--- config.mk ---
export PLATFORM = sky130hd
export DESIGN_NAME = fetch_stage
export DESIGN_NICKNAME = d
export VERILOG_FILES = /design/src/rtl/mips_pkg.sv /design/src/rtl/fetch_fifo.sv /design/src/rtl/fetch_stage.sv
export SDC_FILE = /design/constraint.sdc
export NUM_CORES = 1
export LEC_CHECK = 0
export ABC_AREA = 1
export BUFFER_PORTS_ARGS = -buffer_cell sky130_fd_sc_hd__clkbuf_2
export CORE_ASPECT_RATIO = 0.6
export CORE_UTILIZATION = 42
export DETAILED_ROUTE_END_ITERATION = 7
export PLACE_DENSITY = 0.69
export SLEW_MARGIN = 10
export SYNTH_ARGS = -nofsm -noshare
export SYNTH_HDL_FRONTEND = slang
export SYNTH_SLANG_ARGS = --single-unit
--- constraint.sdc ---
create_clock -name Clk -period 10.6 [get_ports Clk]
set_clock_uncertainty 0.1 [all_clocks]
set_input_delay 2.12 -clock Clk [delete_from_list [all_inputs] [get_ports Clk]]
set_output_delay 2.12 -clock Clk [all_outputs]
set_load 0.01 [all_outputs]
--- src/rtl/mips_pkg.sv ---
// Shared MIPS fetch-path types and constants.
package mips_pkg;

  localparam int XLEN = 32;
  localparam logic [XLEN-1:0] NOP_INSTR        = 32'h0000_0000;
  localparam logic [XLEN-1:0] DEFAULT_RESET_PC = 32'h0000_0000;

  typedef struct packed {
    logic [XLEN-1:0] pc;
    logic [XLEN-1:0] instr;
  } fetch_entry_t;

endpackage

--- src/rtl/fetch_fifo.sv ---
// Synchronous FIFO for fetch entries; flush empties it in one cycle.
module fetch_fifo #(
  parameter int DEPTH = 4,
  parameter int WIDTH = 64,
  localparam int AW = $clog2(DEPTH),
  localparam int CW = AW + 1
) (
  input  logic             clk_i,
  input  logic             rst_i,
  input  logic             push_i,
  input  logic             pop_i,
  input  logic             flush_i,
  input  logic [WIDTH-1:0] data_i,
  output logic [WIDTH-1:0] data_o,
  output logic             full_o,
  output logic             empty_o,
  output logic [CW-1:0]    count_o
);

  logic [WIDTH-1:0] mem_q [DEPTH];
  logic [AW-1:0]    rd_ptr_q, rd_ptr_d;
  logic [AW-1:0]    wr_ptr_q, wr_ptr_d;
  logic [CW-1:0]    count_q, count_d;
  logic             do_push, do_pop;

  assign empty_o = (count_q == '0);
  assign full_o  = (count_q == CW'(DEPTH));
  assign count_o = count_q;
  assign data_o  = mem_q[rd_ptr_q];

  // A full FIFO may still take a push when the head leaves in the same cycle.
  assign do_pop  = pop_i && !empty_o;
  assign do_push = push_i && (!full_o || do_pop);

  always_comb begin
    rd_ptr_d = rd_ptr_q;
    wr_ptr_d = wr_ptr_q;
    count_d  = count_q;
    if (flush_i) begin
      rd_ptr_d = '0;
      wr_ptr_d = '0;
      count_d  = '0;
    end else begin
      if (do_push) wr_ptr_d = wr_ptr_q + 1'b1;
      if (do_pop)  rd_ptr_d = rd_ptr_q + 1'b1;
      count_d = count_q + CW'(do_push) - CW'(do_pop);
    end
  end

  always_ff @(posedge clk_i) begin
    if (rst_i) begin
      rd_ptr_q <= '0;
      wr_ptr_q <= '0;
      count_q  <= '0;
    end else begin
      rd_ptr_q <= rd_ptr_d;
      wr_ptr_q <= wr_ptr_d;
      count_q  <= count_d;
    end
  end

  always_ff @(posedge clk_i) begin
    if (do_push && !flush_i) mem_q[wr_ptr_q] <= data_i;
  end

endmodule

--- src/rtl/fetch_stage.sv ---
// MIPS instruction fetch: PC, credit-limited imem requests, instruction
// buffer toward decode, and redirect handling with stale-response dropping.
module fetch_stage
  import mips_pkg::*;
#(
  parameter logic [XLEN-1:0] RESET_PC   = DEFAULT_RESET_PC,
  parameter int              FIFO_DEPTH = 4
) (
  input  logic            Clk,
  input  logic            Reset,
  output logic            imemReqValid,
  input  logic            imemReqReady,
  output logic [XLEN-1:0] imemAddr,
  input  logic            imemRespValid,
  input  logic [XLEN-1:0] imemRespData,
  input  logic            redirectValid,
  input  logic [XLEN-1:0] redirectPc,
  output logic            instValid,
  input  logic            instReady,
  output logic [XLEN-1:0] instruction,
  output logic [XLEN-1:0] instPc,
  output logic [XLEN-1:0] pcPlus4
);

  localparam int CW = $clog2(FIFO_DEPTH) + 1;

  logic [XLEN-1:0] pc_q, pc_d;
  logic [CW-1:0]   outstanding_q, outstanding_d;
  logic [CW-1:0]   drop_q, drop_d;
  logic [CW:0]     credit_used;
  logic            req_fire, drop_resp, keep_resp, pop_fire;

  logic [XLEN-1:0] if_pc;
  logic            if_full, if_empty;
  logic [CW-1:0]   if_count;
  fetch_entry_t    ib_in, ib_out;
  logic            ib_full, ib_empty;
  logic [CW-1:0]   ib_count;
  logic            unused_ok;

  // Every request already in flight owns a buffer slot; a same-cycle pop is not credited.
  assign credit_used  = {1'b0, outstanding_q} + {1'b0, ib_count};
  assign imemReqValid = !Reset && !redirectValid && (credit_used < (CW+1)'(FIFO_DEPTH));
  assign imemAddr     = pc_q;
  assign req_fire     = imemReqValid && imemReqReady;

  assign drop_resp = imemRespValid && (drop_q != '0);
  assign keep_resp = imemRespValid && !drop_resp;

  assign instValid = !Reset && !redirectValid && !ib_empty;
  assign pop_fire  = instValid && instReady;

  assign ib_in.pc    = if_pc;
  assign ib_in.instr = imemRespData;

  assign instruction = instValid ? ib_out.instr : NOP_INSTR;
  assign instPc      = instValid ? ib_out.pc : '0;
  assign pcPlus4     = instValid ? ib_out.pc + XLEN'(4) : '0;

  // Dropped responses belong to requests whose PCs were flushed on redirect,
  // so they never pop the in-flight queue.
  fetch_fifo #(.DEPTH(FIFO_DEPTH), .WIDTH(XLEN)) u_inflight (
    .clk_i   (Clk),
    .rst_i   (Reset),
    .push_i  (req_fire),
    .pop_i   (keep_resp),
    .flush_i (redirectValid),
    .data_i  (pc_q),
    .data_o  (if_pc),
    .full_o  (if_full),
    .empty_o (if_empty),
    .count_o (if_count)
  );

  fetch_fifo #(.DEPTH(FIFO_DEPTH), .WIDTH($bits(fetch_entry_t))) u_ibuf (
    .clk_i   (Clk),
    .rst_i   (Reset),
    .push_i  (keep_resp && !redirectValid),
    .pop_i   (pop_fire),
    .flush_i (redirectValid),
    .data_i  (ib_in),
    .data_o  (ib_out),
    .full_o  (ib_full),
    .empty_o (ib_empty),
    .count_o (ib_count)
  );

  always_comb begin
    pc_d          = pc_q;
    drop_d        = drop_q;
    outstanding_d = outstanding_q + CW'(req_fire) - CW'(imemRespValid);
    if (redirectValid) begin
      pc_d   = {redirectPc[XLEN-1:2], 2'b00};
      drop_d = outstanding_q - CW'(imemRespValid);
    end else begin
      if (req_fire)  pc_d   = pc_q + XLEN'(4);
      if (drop_resp) drop_d = drop_q - 1'b1;
    end
  end

  always_ff @(posedge Clk) begin
    if (Reset) begin
      pc_q          <= RESET_PC;
      outstanding_q <= '0;
      drop_q        <= '0;
    end else begin
      pc_q          <= pc_d;
      outstanding_q <= outstanding_d;
      drop_q        <= drop_d;
    end
  end

  assign unused_ok = ^{redirectPc[1:0], if_full, if_empty, if_count, ib_full};

endmodule

=== Yosys cells after proc, flatten, opt, wreduce, memory -nomap -nowiden ===
Memory sizes are Yosys's and may differ from the RTL's. A register that Yosys moved wholly into a read port is not among the register bits.
Cells that the tools add are included.

* Add/sub/neg operators: 15
* Magnitude comparators: 1
* Equality and inequality tests: 2
* Multiplexer cells: 15
* Reduce and logical (&&, ||, !) cells: 29

{| class="wikitable"
|+ Operator list
! kind !! number
|-
| $mux 32 || 5
|-
| $add 32x3->32 const B || 2
|-
| $logic_and 1x1->1 || 14
|-
| $sub 3x1->3 || 4
|-
| $add 3x1->3 || 3
|-
| $add 2x1->2 const B || 4
|-
| $mux 2 || 4
|-
| $logic_not 1->1 || 7
|-
| $eq 3x3->1 const B || 2
|-
| $logic_not 3->1 || 2
|-
| $mux 3 || 2
|-
| $add 3x3->4 || 1
|-
| $lt 4x3->1 const B || 1
|-
| $mux 1 || 4
|-
| $reduce_bool 2->1 || 2
|-
| $reduce_bool 3->1 || 1
|-
| $sub 3x1->3 const B || 1
|-
| $logic_or 1x1->1 || 2
|-
| $reduce_or 2->1 || 1
|}

* Register bits after elaboration: 52
* Memory bits (writable): 384
* Output and inout bits: 130
* Logic and storage cells: 74
* Memories kept: 2

{| class="wikitable"
|+ Memories
! memory !! words !! bits a word !! read ports !! clocked after Yosys merged registers in !! write ports !! RTL line !! source
|-
| u_ibuf.mem_q || 4 || 64 || 1 || 1 || 1 || fetch_fifo.sv:20 || <nowiki>logic [WIDTH-1:0] mem_q [DEPTH];</nowiki>
|-
| u_inflight.mem_q || 4 || 32 || 1 || 1 || 1 || fetch_fifo.sv:20 ||
|}

=== Logic depth before layout (Yosys ltp) ===
Gate-level depths: netlist (run 1).

* Depth after elaboration: 10
* Mapped depth: 16
* Depth with buffers taken out: 14

=== Cells and area by module ===
From an unflattened synthesis (run 1), not the netlist that was laid out.

* Cell total of the unflattened synthesis: 1,825
* Area total of the unflattened synthesis: 19,218.4 µm²

{| class="wikitable"
|+ By module, submodules not included
! module !! times used !! cells an instance !! area each (µm²) !! sequential area each (µm²)
|-
| fetch_fifo (u_ibuf) || 1 || 692 || 10,002.1 || 7,867.5
|-
| fetch_fifo (u_inflight) || 1 || 382 || 5,290.1 || 4,023.9
|-
| fetch_stage || 1 || 751 || 3,926.3 || 720.7
|}

=== Worst setup path before layout (run 1) ===
No wires, ideal clock.

* Path type: input port to flip-flop
* Start point: in Reset
* End point: mem u_ibuf.mem_q[0][0] (enable)
* Setup time: 0.482 ns
* Arrival: 5.700 ns
* Required time: 10.018 ns
* Slack: 4.318 ns
* Stages on the path: 10
* Path buffers: 1
* Path through: buf_6 -> nor2_8 -> inv_2 -> nor2_4 -> nand2_1 -> nand4_1 -> nand2_1 -> nor2_2 -> inv_1 -> nor2_1

* Word-level cells in the longest chain between the ends: 10

{| class="wikitable"
|+ RTL lines
! what !! RTL line !! source
|-
| start: declaration || fetch_stage.sv:10 || <nowiki>input logic Reset,</nowiki>
|-
| $logic_not 1->1 || fetch_stage.sv:50 || <nowiki>assign instValid = !Reset && !redirectValid && !ib_empty;</nowiki>
|-
| $logic_and 1x1->1 (2 in a row) || fetch_stage.sv:50 ||
|-
| $logic_and 1x1->1 || fetch_stage.sv:51 || <nowiki>assign pop_fire = instValid && instReady;</nowiki>
|-
| $logic_and 1x1->1 || fetch_fifo.sv:32 || <nowiki>assign do_pop = pop_i && !empty_o;</nowiki>
|-
| $logic_or 1x1->1 || fetch_fifo.sv:33 || <nowiki>assign do_push = push_i && (!full_o || do_pop);</nowiki>
|-
| $logic_and 1x1->1 || fetch_fifo.sv:33 ||
|-
| $logic_and 1x1->1 || fetch_fifo.sv:63 || <nowiki>if (do_push && !flush_i) mem_q[wr_ptr_q] <= data_i;</nowiki>
|-
| $mux 1 || fetch_fifo.sv:63 ||
|-
| $mux 1 (implied by the code) || fetch_fifo.sv:63 ||
|-
| end: declaration || fetch_fifo.sv:20 ||
|}

Every way passes these cells.

=== Worst setup path in the final report (run 1) ===
* Start point: in redirectValid
* End point: out pcPlus4[8]

* Word-level cells in the longest chain between the ends: 4

{| class="wikitable"
|+ RTL lines
! what !! RTL line !! source
|-
| start: declaration || fetch_stage.sv:16 || <nowiki>input logic redirectValid,</nowiki>
|-
| $logic_not 1->1 || fetch_stage.sv:50 ||
|-
| $logic_and 1x1->1 (2 in a row) || fetch_stage.sv:50 ||
|-
| $mux 32 || fetch_stage.sv:58 || <nowiki>assign pcPlus4 = instValid ? ib_out.pc + XLEN'(4) : '0;</nowiki>
|-
| end: declaration || fetch_stage.sv:22 || <nowiki>output logic [XLEN-1:0] pcPlus4</nowiki>
|}

Every way passes these cells.

==> flow_summary.ini, run 1 <==
[die]
io-pin-count = 200
die_y_um = 167
core_area_um2 = 44900
fp-row-count = 60
die_area_um2 = 46400
start_util_pct = 42.6
die_w_um = 277

[clock_tree]
cts-resized-gates = 0
cts_root_buffer = clkbuf_16
cts_tree = yes
clk_latency_ns = 0.57
htree_levels = 2
cts_sinks = 422
hold_buffers = 0
cts.reportedPaths.clkPinSlew_ns = 0.06
cts_buffers = 40
postCtsSetupBuffers = 0
clockBufferDepth = 3

[setup_path]
crit_required_ns = 8.38
cp-end-kind = output pin
arrival_ns = 4.92
cpPeakStageDelay_ns = 0.62
cp_slowest_cell = nor2_4
path_cells = clkbuf_2 > nor2_8 > inv_2 > nor2_4 > inv_2 > buf_4 > o21ai_0 > nand2_1 > inv_1 > clkbuf_2
critPathBufInv = 6
crit_family = buffers and inverters
crit_fanout = 59
start_kind = input port
critical_path_class = input port to output pin

[yosys]
yosysWarnings = 0
ys_seq_area_share_pct = 63.4
synth.distinct_cells = 42
synthesis.instances = 1930
synth_seq_cells = 422
avgSynthCellArea_um2 = 9.91
syn-cell-area_um2 = 19100

[pwr]
switchingPower_mw = 0.806
total_power_mw = 3.51
peakVddDrop_v = 0.000116
leakage_nw = 8.45
pwr-share-seq_pct = 53.9
power_frac_clock_pct = 40.0
internal_power_mw = 2.70
p_comb_share_pct = 6.1
powerDensity_nw_per_um2 = 161
p_sw_share_pct = 23.0

[timing]
period_share_pct = 67.4
hold_viol = 0
fmax_mhz = 140
drv_slew = 0
worstMarginPinSlew_ns = 1.13
finalSetupViolations = 0
finalSetupTns_ns = 0
fin_crit_ns = 7.14
relSlewSlack_pct = 24.2
timing.final.ws_setup_ns = 3.46
rsz0062_at_grt = no

[cells_and_area]
nFillCells = 4059
syn_to_final_growth_pct = 13.7
multi_input_area_um2 = 6050
fin_nets = 2185
final_cell_area_um2 = 21700
diodes = 0
regArea_um2 = 12100
drive_gt1_share_pct = 15.5

[detailed_routing]
wirelength_um = 48800
ant_nets = 0
vias = 14300
drc_errors = 0
routedWlPerCell_um = 18.0
detail_route.iter0.violations = 1466
drt_pass1_iterations = 8
vias_per_cell = 5.27

[global_route]
grt_pass1_wl_um = 75600
grt_antenna_before_repair = 0
globalRouteOverflowTotal = 0
grt_max_degree = 132
grt_pass1_vias = 13600
grtUsageTotal_pct = 20.8

[place]
place_area_um2 = 20500
portBuffers = 191
dp_hpwl_um = 31500
post-place-ws_ns = 3.47
gp_congestion = 0.857

[min_path]
hp-class = flip-flop to flip-flop

[flow_run]
maxCapViolCount = 0

[status]
outcome = complete, no violations
worst min-delay path: stages, from the launching register on:
cell and delay (ns):
dfxtp_1 0.30, inv_1 0.06, a21oi_1 0.07
cell usage after synthesis, drive strengths merged:
library cell / count / area [um^2]
nor2: 365 / 1490
nor3b: 1 / 7.51
conb: 1 / 3.75
nor3: 11 / 55.1
ha: 22 / 275
a21oi: 78 / 390
o21a: 2 / 15.0
or2: 8 / 50.1
a32o: 1 / 10.0
nand3: 94 / 480
o21ai: 158 / 791
nand2: 459 / 1760
xor2: 17 / 149
inv: 129 / 492
nand3b: 1 / 7.51
o22ai: 30 / 188
dfxtp: 54 / 1080
nand4: 8 / 50.1
xnor2: 7 / 61.3
o21bai: 1 / 7.51
o211ai: 5 / 37.5
a31oi: 8 / 50.1
a211oi: 1 / 7.51
fa: 3 / 60.1
o221ai: 2 / 17.5
buf: 60 / 389
a21o: 3 / 22.5
edfxtp: 368 / 11100
clkbuf: 33 / 124
state kept, by name, summed over array words and instances (netlist names), named ones only:
register / count
drop_q: 3
imemAddr: 30
outstanding_q: 3
u_ibuf.count_o: 3
u_ibuf.mem_q: 248
u_ibuf.rd_ptr_q: 2
u_ibuf.wr_ptr_q: 2
u_inflight.count_o: 3
u_inflight.mem_q: 120
u_inflight.rd_ptr_q: 2
u_inflight.wr_ptr_q: 2
cell families (layout without fill, tap and decap cells):
kind of cell,Yosys count,after routing,synth area share (%)
other cells,1,6,0.0196
compound gates,289,289,8.03
buf+inv,222,406,5.25
xor+xnor,24,24,1.10
flops,422,422,63.4
simple gates,947,947,20.4
fa+ha+maj,25,25,1.75
worst paths after layout:
path / startpoint / slack [ns] / depth (start not counted) / to
worst max-delay path: redirectValid / 3.46 / 10 / pcPlus4[8]
worst max register to register: u_ibuf.count_o[1] / 6.75 / 9 / u_ibuf.mem_q[2][62]
worst min-delay path: u_inflight.rd_ptr_q[1] / 0.37 / 2 / u_inflight.rd_ptr_q[1]
worst min register to register: u_inflight.rd_ptr_q[1] / 0.37 / 2 / u_inflight.rd_ptr_q[1]
layout by cell type (no fill, tap or decap), types with 30 or more instances in the layout:
master / count
clkbuf_2: 191
o22ai_1: 30
nand2_1: 445
a21oi_1: 78
edfxtp_1: 368
nand3_1: 92
clkbuf_16: 40
dfxtp_1: 52
inv_1: 117
nor2_1: 333
o21ai_0: 156
metrics by stage:
step                util, %  hold slack, ns  cells
floorplan                 -           0.336   1935
global placement       45.6           0.353   2637
detailed placement     45.6           0.361   2637
CTS                    48.4           0.376   2708
global route           48.4           0.406   2708
finish                 48.4           0.373   2708
final cells by class:
class	count	area share (%)
Timing Repair Buffer	206	4.91
Clock inverter	18	0.944
Inverter	129	2.26
Multi-Input combinational cell	1291	27.8
Clock buffer	53	4.87
Sequential cell	422	55.8
Tap cell	589	3.39
power by group through the flow:
stage / Clock (mW) / Sequential (mW) / Combinational (mW)
2_1_floorplan: 0 / 1.92 / 0.135
3_3_place_gp: 0 / 1.92 / 0.208
3_5_place_dp: 0 / 1.93 / 0.215
4_1_cts: 1.43 / 1.89 / 0.217
5_1_grt: 1.49 / 1.89 / 0.242
6_report: 1.40 / 1.89 / 0.216
metal layers:
| metal | part of all wire, % | vias to the layer above | track usage, % |
|---|---|---|---|
| met1 | 44 | 6816 | 29.1 |
| met5 | 0 | - | 0 |
| met4 | 2.5 | 0 | 5.89 |
| met2 | 46 | 552 | 33.6 |
| li1 | - | 6822 | - |
| met3 | 7.5 | 81 | 3.17 |
No activity file was read; power rests on OpenSTA's default activity.
==> run 2: changes to the inputs <==
Settings changed: PLACE_DENSITY 0.69 to 0.71.
Clock period 10.6 ns to 6.2 ns, I/O delays scaled along.
==> flow_summary.ini, run 2 (synthesis gave the netlist of run 1 again) <==
[place]
gp_congestion = 0.891
post-place-ws_ns = 1.33
portBuffers = 191
dp_hpwl_um = 31900
placed_cells = 2642

[timing]
worstMarginPinSlew_ns = 0.991
finalSetupViolations = 0
fin_crit_ns = 5.02
finalSetupTns_ns = 0
period_share_pct = 81.0
drv_slew = 0
fmax_mhz = 199
relSlewSlack_pct = 33.8
rsz0062_at_grt = no
hold_viol = 0
timing.final.ws_setup_ns = 1.18

[clock_tree]
clockBufferDepth = 3
cts_sinks = 422
cts_root_buffer = clkbuf_16
cts-resized-gates = 0
clk_latency_ns = 0.57
cts_tree = yes
htree_levels = 2
cts.reportedPaths.clkPinSlew_ns = 0.06
hold_buffers = 0
postCtsSetupBuffers = 0
cts_buffers = 41

[global_route]
grt_antenna_before_repair = 0
grt_pass1_wl_um = 76000
grtUsageTotal_pct = 20.9
grt_max_degree = 132
globalRouteOverflowTotal = 0
grt_pass1_vias = 13600

[pwr]
pwr-share-seq_pct = 52.6
p_comb_share_pct = 6.1
powerDensity_nw_per_um2 = 280
power_frac_clock_pct = 41.3
total_power_mw = 6.14
internal_power_mw = 4.73
peakVddDrop_v = 0.000198
switchingPower_mw = 1.41
p_sw_share_pct = 23.0
leakage_nw = 8.54

[setup_path]
reg2reg_depth = 9
r2r_slack_ns = 3.25
crit_family = simple AND/OR/NAND/NOR gates
cp-end-kind = output pin
cpPeakStageDelay_ns = 0.70
critPathBufInv = 3
path_common_cell = nand2_1
start_kind = flip-flop
critical_path_class = flip-flop to output pin
reg2reg_to = u_ibuf.mem_q[2][35]
crit_fanout = 52
cp_slowest_cell = dfxtp_4
arrival_ns = 3.68
crit_required_ns = 4.86
path_cells = buf_4 > nand2_1 > nand2_1 > nand2_1 > nand2_1 > nand2_1 > nor2_4 > nand2_2 > nor2_4 > nand2_1 > nand2_1 > inv_1 > nor2_1 > clkbuf_2
r2r-start = drop_q[0]

[min_path]
worstHoldStart = u_inflight.rd_ptr_q[1]
hp-class = flip-flop to flip-flop
hold_path_depth = 2

[die]
fp-row-count = 60
io-pin-count = 200
die_area_um2 = 46400
core_area_um2 = 44900
die_w_um = 277
die_y_um = 167
start_util_pct = 42.6

[flow_run]
maxCapViolCount = 0

[cells_and_area]
fin_nets = 2191
drive_gt1_share_pct = 16.0
stdcell_count = 2716
diodes = 0
mostFrequentLayoutCells = 445 x nand2_1, 368 x edfxtp_1, 333 x nor2_1, 191 x clkbuf_2, 156 x o21ai_0
syn_to_final_growth_pct = 14.5
regArea_um2 = 12100
multi_input_area_um2 = 6050
largest-register = u_ibuf.mem_q
largest_register_ffs = 248
nFillCells = 4074
final_common_cell = nand2_1

[status]
outcome = complete, no violations

[detailed_routing]
drc_errors = 0
wirelength_um = 49200
detail_route.iter0.violations = 1241
drt_pass1_iterations = 5
vias_per_cell = 5.25
routedWlPerCell_um = 18.1
ant_nets = 0
vias = 14300
[run 2: worst min-delay path, stage by stage, from the launching register on]
cell and delay [ns]:
dfxtp_1 0.30, inv_1 0.06, a21oi_1 0.07
[run 2: routing by layer]
layer	vias to the layer above	GRT usage [%]	wire length (um)
met1	6872	29.2	21700
li1	6825	-	-
met2	482	33.2	22500
met4	0	6.88	1440
met3	82	3.77	3480
met5	-	0	0
[run 2: worst max-delay path by stage]
stage	startpoint	end	slack (ns)	depth (start not counted)
2_1_floorplan	Reset	u_ibuf.mem_q[0][0]	0.80	10
3_3_place_gp	Reset	instruction[9]	1.40	8
3_5_place_dp	Reset	instruction[9]	1.33	8
4_1_cts	flip-flop	pcPlus4[22]	1.18	15
5_1_grt	flip-flop	pcPlus4[22]	0.89	15
6_report	flip-flop	pcPlus4[25]	1.18	14
[run 2: final cells by class]
cell class                 count  share of cell area [%]
clock buffer                  51                    4.86
clock inverter                23                    1.29
inverter                     129                    2.25
multi-input combinational   1291                    27.6
sequential                   422                    55.4
tap                          589                    3.37
timing repair buffer         211                    5.17
[run 2: power groups by stage]
stage	combinational, mW	clock [mW]	sequential [mW]
5_1_grt	0.417	2.68	3.24
6_report	0.372	2.53	3.23
2_1_floorplan	0.230	0	3.27
4_1_cts	0.373	2.57	3.23
3_3_place_gp	0.359	0	3.29
3_5_place_dp	0.370	0	3.29
[run 2: per-stage QoR]
stage          hold slack, ns  utilization (%)  instance area, um^2
6_report                0.367             48.8                21900
3_3_place_gp            0.350             45.8                20500
4_1_cts                 0.369             48.8                21900
3_5_place_dp            0.358             45.8                20500
5_1_grt                 0.384             48.8                21900
2_1_floorplan           0.336                -                19100
